<file path="src/rtl/mips_div_pkg.sv">
// Shared types and constants for the MIPS iterative divider.
package mips_div_pkg;

  localparam int WIDTH_DEF = 32;
  localparam int CNT_W     = $clog2(WIDTH_DEF);

  typedef enum logic [1:0] {
    IDLE,
    DIVIDE,
    FIX
  } state_e;

endpackage

</file>
<file path="src/rtl/mips_divider_div_step.sv">
// One combinational restoring-division step: shift in the next dividend bit, trial-subtract.
module div_step #(
  parameter int WIDTH = 32
) (
  input  logic [WIDTH-1:0] rem_i,
  input  logic             qmsb_i,
  input  logic [WIDTH-1:0] divisor_i,
  output logic [WIDTH-1:0] rem_o,
  output logic             qbit_o
);

  logic [WIDTH:0] shifted;
  logic [WIDTH:0] trial;

  // rem < divisor on entry keeps the WIDTH+1 bit trial sign unambiguous
  always_comb begin
    shifted = {rem_i, qmsb_i};
    trial   = shifted - {1'b0, divisor_i};
    qbit_o  = ~trial[WIDTH];
    rem_o   = qbit_o ? trial[WIDTH-1:0] : shifted[WIDTH-1:0];
  end

endmodule

</file>
<file path="src/rtl/mips_divider.sv">
// Iterative restoring divider (DIV/DIVU) producing LO/HI after WIDTH+1 cycles.
// Signed support is built only when MIPS_DIV_SIGNED_EN is defined; otherwise every op is DIVU.
module mips_divider
  import mips_div_pkg::*;
#(
  parameter int WIDTH = WIDTH_DEF
) (
  input  logic             clk,
  input  logic             reset,
  input  logic             start,
  input  logic             is_signed,
  input  logic [WIDTH-1:0] dividend,
  input  logic [WIDTH-1:0] divisor,
  output logic             busy,
  output logic             done,
  output logic [WIDTH-1:0] quotient,
  output logic [WIDTH-1:0] remainder,
  output logic             div_by_zero
);

  localparam int CW = $clog2(WIDTH);

  state_e           state_q, state_d;
  logic [CW-1:0]    cnt_q, cnt_d;
  logic [WIDTH-1:0] rem_q, rem_d, quo_q, quo_d;
  logic [WIDTH-1:0] dvsr_q, dvsr_d, dvnd_q, dvnd_d;
  logic             dz_q, dz_d;
  logic             busy_q, busy_d, done_q, done_d, dbz_q, dbz_d;
  logic [WIDTH-1:0] quotient_q, quotient_d, remainder_q, remainder_d;

  logic             accept;
  logic [WIDTH-1:0] a_mag, b_mag, q_fix, r_fix;
  logic [WIDTH-1:0] step_rem;
  logic             step_bit;

  assign accept = (state_q == IDLE) && start;

  div_step #(.WIDTH(WIDTH)) u_step (
    .rem_i     (rem_q),
    .qmsb_i    (quo_q[WIDTH-1]),
    .divisor_i (dvsr_q),
    .rem_o     (step_rem),
    .qbit_o    (step_bit)
  );

`ifdef MIPS_DIV_SIGNED_EN
  logic a_neg, b_neg;
  logic qneg_q, qneg_d, rneg_q, rneg_d;

  assign a_neg  = is_signed & dividend[WIDTH-1];
  assign b_neg  = is_signed & divisor[WIDTH-1];
  assign a_mag  = a_neg ? -dividend : dividend;
  assign b_mag  = b_neg ? -divisor : divisor;
  assign qneg_d = accept ? (a_neg ^ b_neg) : qneg_q;
  assign rneg_d = accept ? a_neg : rneg_q;
  // Remainder sign follows the dividend; 0x80000000/-1 wraps back to 0x80000000
  assign q_fix  = qneg_q ? -quo_q : quo_q;
  assign r_fix  = rneg_q ? -rem_q : rem_q;

  always_ff @(posedge clk) begin
    qneg_q <= qneg_d;
    rneg_q <= rneg_d;
  end
`else
  logic unused_sign;

  assign unused_sign = is_signed;
  assign a_mag       = dividend;
  assign b_mag       = divisor;
  assign q_fix       = quo_q;
  assign r_fix       = rem_q;
`endif

  always_comb begin
    state_d     = state_q;
    cnt_d       = cnt_q;
    rem_d       = rem_q;
    quo_d       = quo_q;
    dvsr_d      = dvsr_q;
    dvnd_d      = dvnd_q;
    dz_d        = dz_q;
    busy_d      = busy_q;
    done_d      = 1'b0;
    dbz_d       = dbz_q;
    quotient_d  = quotient_q;
    remainder_d = remainder_q;
    case (state_q)
      IDLE: begin
        if (start) begin
          state_d = DIVIDE;
          busy_d  = 1'b1;
          cnt_d   = '0;
          rem_d   = '0;
          quo_d   = a_mag;
          dvsr_d  = b_mag;
          dvnd_d  = dividend;
          dz_d    = (divisor == '0);
        end
      end
      DIVIDE: begin
        rem_d = step_rem;
        quo_d = {quo_q[WIDTH-2:0], step_bit};
        cnt_d = cnt_q + CW'(1);
        if (cnt_q == CW'(WIDTH - 1)) state_d = FIX;
      end
      FIX: begin
        state_d = IDLE;
        busy_d  = 1'b0;
        done_d  = 1'b1;
        dbz_d   = dz_q;
        // Divide by zero reports the raw dividend, with no sign correction
        if (dz_q) begin
          quotient_d  = '1;
          remainder_d = dvnd_q;
        end else begin
          quotient_d  = q_fix;
          remainder_d = r_fix;
        end
      end
      default: state_d = IDLE;
    endcase
  end

  always_ff @(posedge clk or posedge reset) begin
    if (reset) begin
      state_q     <= IDLE;
      busy_q      <= 1'b0;
      done_q      <= 1'b0;
      dbz_q       <= 1'b0;
      quotient_q  <= '0;
      remainder_q <= '0;
    end else begin
      state_q     <= state_d;
      busy_q      <= busy_d;
      done_q      <= done_d;
      dbz_q       <= dbz_d;
      quotient_q  <= quotient_d;
      remainder_q <= remainder_d;
    end
  end

  // Working registers are always initialised on accept, so they carry no reset
  always_ff @(posedge clk) begin
    cnt_q  <= cnt_d;
    rem_q  <= rem_d;
    quo_q  <= quo_d;
    dvsr_q <= dvsr_d;
    dvnd_q <= dvnd_d;
    dz_q   <= dz_d;
  end

  assign busy        = busy_q;
  assign done        = done_q;
  assign quotient    = quotient_q;
  assign remainder   = remainder_q;
  assign div_by_zero = dbz_q;

endmodule

</file>
<file path="config.mk">
export PLATFORM = sky130hd
export DESIGN_NAME = mips_divider
export DESIGN_NICKNAME = d
export VERILOG_FILES = /design/src/rtl/mips_div_pkg.sv /design/src/rtl/mips_divider_div_step.sv /design/src/rtl/mips_divider.sv
export SDC_FILE = /design/constraint.sdc
export NUM_CORES = 1
export LEC_CHECK = 0
export CAP_MARGIN = 40
export CORE_MARGIN = 2
export CORE_UTILIZATION = 30
export DETAILED_ROUTE_END_ITERATION = 6
export GPL_TIMING_DRIVEN = 0
export HOLD_SLACK_MARGIN = 0.05
export PLACE_DENSITY_LB_ADDON = 0.3
export SETUP_SLACK_MARGIN = 0.1
export SLEW_MARGIN = 40
export SYNTH_ARGS = -nofsm -noshare
export SYNTH_HDL_FRONTEND = slang
export SYNTH_SLANG_ARGS = --single-unit
</file>
<file path="constraint.sdc">
create_clock -name clk -period 17.2 [get_ports clk]
set_input_delay 1.72 -clock clk [delete_from_list [all_inputs] [get_ports clk]]
set_output_delay 1.72 -clock clk [all_outputs]
set_load 0.1 [all_outputs]
</file>
==> impl_summary.log, run 1 <==
[metrics] outcome: completed
[metrics] Initial DRT Pass Iterations: 7
[metrics] maximum resistive drop on vdd: 73.5 uV
[metrics] delay of the slowest cell on the worst path: between 0.5 and 0.6 ns
[metrics] maximum number of pins on one net before global-route repair: 41
[metrics] total clock buffers created by CTS: 23
[metrics] routed wire length: 28.8 mm
[metrics] dominant combinational cell family by area after synthesis: simple AND/OR/NAND/NOR gates
[metrics] max-capacitance violation count: 0
[metrics] net count of the mapped netlist: 1051
[metrics] global placement routability congestion: 0.848
[metrics] routed vias/inst: 4.89
[metrics] count of hold buffers inserted by post-cts repair: 0
[metrics] Achievable Freq: 0.258 GHz
[metrics] post-synthesis cell count: about 950
[metrics] share of synthesized area occupied by flip-flops and latches: 57.9%
[metrics] flip-flop and latch count after synthesis: 203
[metrics] ant diodes: 0
[metrics] input/output buffers: ~130
[metrics] Worst path slowest cell: a21oi_1
[metrics] Mapped Area: just under 10000 sq um
[metrics] Data arrival, critical path: 4.19 ns
[metrics] setup skew after layout: 0.0138 ns
[metrics] wire length of the first global-routing pass: between 40 and 50 mm
[metrics] critical setup path kind: reg2reg
[metrics] P per Cell Area: 192 nW/um^2
[metrics] CP startpoint kind: flop
[metrics] count of distinct cell types in the synthesized netlist: 62
[metrics] sequential standard cell area: 5750 sq um
[metrics] Filler cells: between 3000 and 4000
[metrics] final period utilization: 22.5%
[metrics] final setup violation count: 0
[metrics] cell seen most often among critical-path stages: a21oi_1
[metrics] number of sinks driven by the clock tree: 203
[metrics] HPWL reported at the end of detailed placement: 22.2 mm
[metrics] Core Area: 32500 sq um
[metrics] clock tree from TritonCTS: done
[metrics] clock transition at the register clock pins on the worst setup and hold paths after CTS: 0.06 ns
[metrics] Pins Over Slew Limit: 0
[metrics] die boundary width: 186 um
[metrics] worst hold-check slack: ~0.47 ns
[metrics] number of antenna violations at the first check in global routing: 0
[metrics] Top FF cell, synth: edfxtp_1
[metrics] Yosys Warn Count: 0
[metrics] area occupied by multi-input gates: 3830 sq um
[metrics] overall power: roughly 2.4 mW
[metrics] Post-Syn Area per Cell: ~10 sq um
[metrics] number of nets at the end of the flow: 1224
[metrics] layout-stage area growth over the synthesis result: 25.9%
[metrics] final hold viol count: 0
[metrics] overall track demand over capacity in global routing: 16.8%
[metrics] Post-CTS Resized: 0
[metrics] post-route minimum period: 3.87 ns
[metrics] simple-gate share of the synthesized area: 14.6%
[metrics] final routed wire length divided by cell count: 18.2 um
[metrics] via count: 7725
[metrics] sum of overflow across all layers after global routing: 0
[metrics] iteration-0 DRC count of the detailed router: between 500 and 600
[metrics] crit path buf inv count: 2
[metrics] Worst Path Max Fanout: 10
[metrics] Hold WC Path Type: reg2reg
[metrics] post-synthesis compound-gate area fraction: 14.2%
[metrics] insertion delay to the later sink of the worst-skew pair: 0.51 ns
[metrics] Tightest Pin Transition: between 0.8 and 0.9 ns
[metrics] post-synthesis share of cell area spent on full adders, half adders and majority gates: under 10%
[metrics] unrepaired setup endpoints after global routing: no
[metrics] starting density of the core: 30.5%
[metrics] buffer depth of the longest clock path: 3
[metrics] floorplan die area: 34500 sq um
[metrics] Slew HR: 45.5%
[metrics] Final TNS setup: 0 ns
[metrics] endpoint class of the critical path: flop
[metrics] clock root cell: clkbuf_16
[metrics] largest delay contributor family on the critical path: compound AO/OA/AOI/OAI gates
[metrics] leakage power total: about 5.4 nW
[metrics] Post-synth EDFFs: roughly 130
[metrics] antenna violation net count after detailed routing: 0
[metrics] layout cell share with drive strength beyond 1: 12.0%
[metrics] I/O pin cnt: approximately 140
[metrics] worst path cell trace: ha_1, a21oi_1, o21ai_1, nor2_1, a21oi_1, a2111o_1, a21oi_1, buf_2, buf_2, o21ai_0, a21oi_1
[metrics] height of the chip: 186 um
[metrics] number of DRC violations after detailed routing: 0
[metrics] post-CTS setup-driven buffer insertion count: 0
[metrics] mux share of post-synthesis cell area: 3.43%
[metrics] proportion of register bits with asynchronous set or reset after synthesis: approximately 34%
[metrics] count of standard-cell rows: 66
[metrics] data required time at the worst endpoint: 17.52 ns
[metrics] XOR/XNOR share of the synthesized area: 1.77%
[metrics] vias in the first global route: between 7000 and 8000
[metrics] number of levels the H-tree was split into: 1
## layout by cell type, fill, tap and decap left out, drive strengths merged, types with 16 or more instances in the layout
cell type	instances
nand2	186
a21o	16
ha	34
nor2	54
nand3	23
mux2i	34
xnor2	17
clkdlybuf4s50	66
inv	43
a21oi	59
edfxtp	134
clkbuf	71
dfrtp	69
o21ai	110
buf	93
## layout make-up
type,instances,share of cell area [%]
buffer,49,1.59
inverter,42,1.30
multi-input combinational,654,30.7
sequential,203,46.0
clock inverter,8,0.921
tap,442,4.43
clock buffer,33,5.57
timing repair buffer,148,9.49
## registers in the layout, indices dropped and copies added, names as in the netlist, 2 cells and up
signal / flops
dvnd_q: 32
dvsr_q: 32
q_fix: 32
quotient: 32
r_fix: 32
remainder: 32
cnt_q: 5
state_q: 2
## metrics by stage
stage / util, % / cells / worst slack, ns / instance area (sq um)
floorplan: - / 948 / 10.10 / 9920
global placement: 36.3 / 1523 / 6.78 / 11800
detailed placement: 35.9 / 1538 / 13.44 / 11700
CTS: 38.4 / 1579 / 13.38 / 12500
global route: 38.4 / 1579 / 13.12 / 12500
finish: 38.4 / 1579 / 13.33 / 12500
## worst reg2reg max path: cells and delay by family (launching register included)
family,cells,cell delay (ns)
adders and majority gates,1,0.42
and+or+nand+nor,1,0.22
buffers and inverters,2,0.60
AOI/OAI and AO/OA,7,1.95
DFF,1,0.48
## final timing paths
path / cells past startpoint / end / start / slack (ns)
max reg2reg: 11 / r_fix[23] / r_fix[16] / 13.33
min in group asynchronous: 2 / quotient[9] / reset / 1.56
min: 2 / quotient[9] / quotient[9] / 0.47
max in group asynchronous: 3 / remainder[21] / reset / 15.10
max: 11 / r_fix[23] / r_fix[16] / 13.33
min reg2reg: 2 / quotient[9] / quotient[9] / 0.47
## routing by layer
layer  wire length, um  part of all wire [%]  vias to the layer above  track usage [%]
met5                 0                     0                        -                0
met3              1260                   4.4                       35             2.25
li1                  -                     -                     3739                -
met4               490                   1.7                        0             3.18
met2             13600                    47                      203             27.8
met1             13400                    47                     3748             23.6
## report_power, final
group / total (mW) / leakage [nW] / internal [mW] / switching, mW
Clock: 0.523 / 0.402 / 0.325 / 0.198
Sequential: 0.817 / 2.30 / 0.713 / 0.104
Combinational: 1.06 / 2.72 / 0.341 / 0.714
## kinds of logic (layout without fill, tap and decap cells)
group,count (synthesis),in the layout
compound gates,236,236
flops,203,203
mux,34,34
buf+inv,91,280
fa+ha+maj,35,35
simple gates,329,329
xor+xnor,20,20
## cells in the mapped netlist, drive strengths merged (4+ instances only)
cell type,n,area [sq um]
o21a,6,45.0
nor4,9,56.3
a21o,16,120
dfrtp,69,1730
mux2i,34,340
clkbuf,38,143
and3,4,30.0
a211oi,9,72.6
inv,42,158
xnor2,17,149
buf,11,56.3
ha,34,425
nand2,186,698
nand2b,8,50.1
and2,4,25.0
nand4,10,62.6
nor3,11,55.1
nor2b,5,31.3
nor2,54,203
or4b,4,40.0
o21ai,110,551
edfxtp,134,4020
nand3,23,120
a21oi,59,299
Note: power is estimated with default switching activity, not from simulation.
==> run 2, diff against run 1 <==
==> constraint.sdc (replaced) <==
create_clock -name clk -period 3.48 [get_ports clk]
set_input_delay 0.348 -clock clk [delete_from_list [all_inputs] [get_ports clk]]
set_output_delay 0.348 -clock clk [all_outputs]
set_load 0.1 [all_outputs]
==> run 2 against run 1 <==
  * Final cell count up 0.63%
  * Worst setup slack got worse by 13 ns
  * Via count grew 1.6%
  * First-iteration DRC count is 9.3% lower
  * Power rose to 5.0 times the previous value
  * Clock power grew to 4.8 times the previous value
  * Utilization increased by 0.51 points
  * Hold slack got worse by 0.32 ns
  * Wire length up 2.2%
  * Highest routed layer unchanged
==> impl_summary.log, run 2 (same netlist as run 1, synthesis figures left out) <==
[metrics] Non-Filler Cell Area, Final: 12700 sq um
[metrics] Worst path slowest cell: a2111o_1
[metrics] Data arrival, critical path: 3.63 ns
[metrics] starting density of the core: a little under a third
[metrics] clock tree from TritonCTS: done
[metrics] final period utilization: 93.9%
[metrics] outcome: completed
[metrics] worst path cell trace: ha_1, clkbuf_4, o211ai_1, a21oi_2, nand4_1, a21oi_2, a2111o_1, and3_4, buf_6, or4_1, a21oi_1
[metrics] buffer depth of the longest clock path: 3
[metrics] iteration-0 DRC count of the detailed router: 478
[metrics] overall power: 12.0 mW
[metrics] global placement routability congestion: 0.838
[metrics] routed wire length: 29.4 mm
[metrics] largest delay contributor family on the critical path: compound AO/OA/AOI/OAI gates
[metrics] Achievable Freq: 0.306 GHz
[metrics] via count: 7852
[metrics] ant diodes: 0
[metrics] routed vias/inst: between 4 and 5
[metrics] layout-stage area growth over the synthesis result: 27.6%
[metrics] Core Area: 32500 sq um
[metrics] Initial DRT Pass Iterations: 7
[metrics] input/output buffers: 133
[metrics] sum of overflow across all layers after global routing: 0
[metrics] Worst R2R End: r_fix[9]
[metrics] leakage power total: 5.44 nW
[metrics] layout cell share with drive strength beyond 1: 15.3%
[metrics] height of the chip: 186 um
[metrics] most used cells in the layout excluding fill and tap cells: 186 x nand2_1, 134 x edfxtp_1, 102 x o21ai_0
[metrics] launch point of the worst reg-to-reg path: r_fix[14]
[metrics] number of cell instances on the worst register-to-register path: 11
[metrics] placed cell areas: around 12000 sq um
[metrics] most common library cell in the layout ignoring fill and taps: nand2_1
[metrics] clock transition at the register clock pins on the worst setup and hold paths after CTS: 0.07 ns
[metrics] fin util: 38.9%
[metrics] number of antenna violations at the first check in global routing: 0
[metrics] final hold viol count: 0
[metrics] Tightest Pin Transition: 0.809 ns
[metrics] floorplan die area: 34500 sq um
[metrics] endpoint class of the critical path: flop
[metrics] unrepaired setup endpoints after global routing: yes
[metrics] antenna violation net count after detailed routing: 0
[metrics] CP startpoint kind: flop
[metrics] insertion delay to the later sink of the worst-skew pair: 0.52 ns
[metrics] reg-to-reg slack, setup: roughly 0.21 ns
[metrics] maximum number of pins on one net before global-route repair: 45
[metrics] die boundary width: 186 um
[metrics] maximum resistive drop on vdd: 389 uV
[metrics] Slew HR: 46.1%
[metrics] clock root cell: clkbuf_16
[metrics] Hold WC Path Type: in2async
[metrics] wire length of the first global-routing pass: 45.3 mm
[metrics] number of levels the H-tree was split into: 1
[metrics] Worst Path Max Fanout: 10
[metrics] dpl ws: -0.244 ns
[metrics] final worst-path setup slack: 0.213 ns
[metrics] final routed wire length divided by cell count: 18.5 um
[metrics] P per Cell Area: 952 nW/um^2
[metrics] delay of the slowest cell on the worst path: ~0.54 ns
[metrics] HPWL reported at the end of detailed placement: 22.3 mm
[metrics] vias in the first global route: 7811
[metrics] count of standard-cell rows: 66
[metrics] crit path buf inv count: 2
[metrics] Final TNS setup: 0 ns
[metrics] max-capacitance violation count: 0
[metrics] critical setup path kind: reg2reg
[metrics] number of DRC violations after detailed routing: 0
[metrics] Pins Over Slew Limit: 0
[metrics] number of nets at the end of the flow: 1232
[metrics] overall track demand over capacity in global routing: between 15 and 20%
[metrics] data required time at the worst endpoint: between 3 and 4 ns
[metrics] post-route minimum period: 3.27 ns
[metrics] setup skew after layout: 0.0183 ns
[metrics] total clock buffers created by CTS: 24
[metrics] number of sinks driven by the clock tree: ~200
[metrics] final setup violation count: 0
[metrics] I/O pin cnt: approximately 140
[metrics] cell seen most often among critical-path stages: a21oi_2
==> run 2: cell types whose count changed in the layout (fill, tap and decap cells not counted), moves of 5 or more <==
cell / delta
a21oi_2: +5
buf_4: +7
a21oi_1: -6
ha_2: +6
ha_1: -9
==> run 2: worst max-delay path by stage <==
stage / start / endpoint / slack [ns] / cells past startpoint
final: r_fix[14] / r_fix[9] / 0.21 / 11
after detailed placement: r_fix[24] / r_fix[23] / -0.24 / 11
after global placement: start / q_fix[23] / -0.67 / 3
after CTS: dvsr_q[0] / r_fix[30] / 0.06 / 10
after global routing: r_fix[11] / r_fix[29] / 0.03 / 9
after floorplan: r_fix[1] / r_fix[9] / 0.62 / 10
==> run 2: cell type report <==
cell class,instances,area [sq um]
fillers,3268,19900
inverters,42,163
multi-input cells,654,3970
well taps,442,553
plain buffers,48,209
clock buffers,35,703
clock inverters,9,81.3
flip-flops and latches,203,5750
repair buffers,156,1230
==> run 2: timing repair <==
action	in CTS	in global routing
hold buffers	0	0
buffers inserted	4	8
pin swaps	5	8
cloned	0	0
setup endpoints to repair	31	31
resized for setup	12	33
==> run 2: routing by layer <==
| layer | up-vias | GRT usage, % | routed length, um |
|---|---|---|---|
| li1 | 3756 | - | - |
| met1 | 3817 | 23.5 | 13400 |
| met3 | 53 | 2.17 | 1410 |
| met2 | 226 | 28.5 | 13800 |
| met4 | 0 | 4.63 | 782 |
| met5 | - | 0 | 0 |
==> run 2: where the power goes <==
| group | switching [mW] | internal (mW) |
|---|---|---|
| combinational | 3.65 | 1.86 |
| sequential | 0.520 | 3.52 |
| clock | 1.01 | 1.48 |
| total | 5.19 | 6.86 |
==> run 2: stage by stage <==
step / cells / hold WS, ns
2_1_floorplan: 948 / 0.447
3_3_place_gp: 1523 / 0.467
3_5_place_dp: 1534 / 0.465
4_1_cts: 1581 / 0.158
5_1_grt: 1589 / 0.175
6_report: 1589 / 0.149
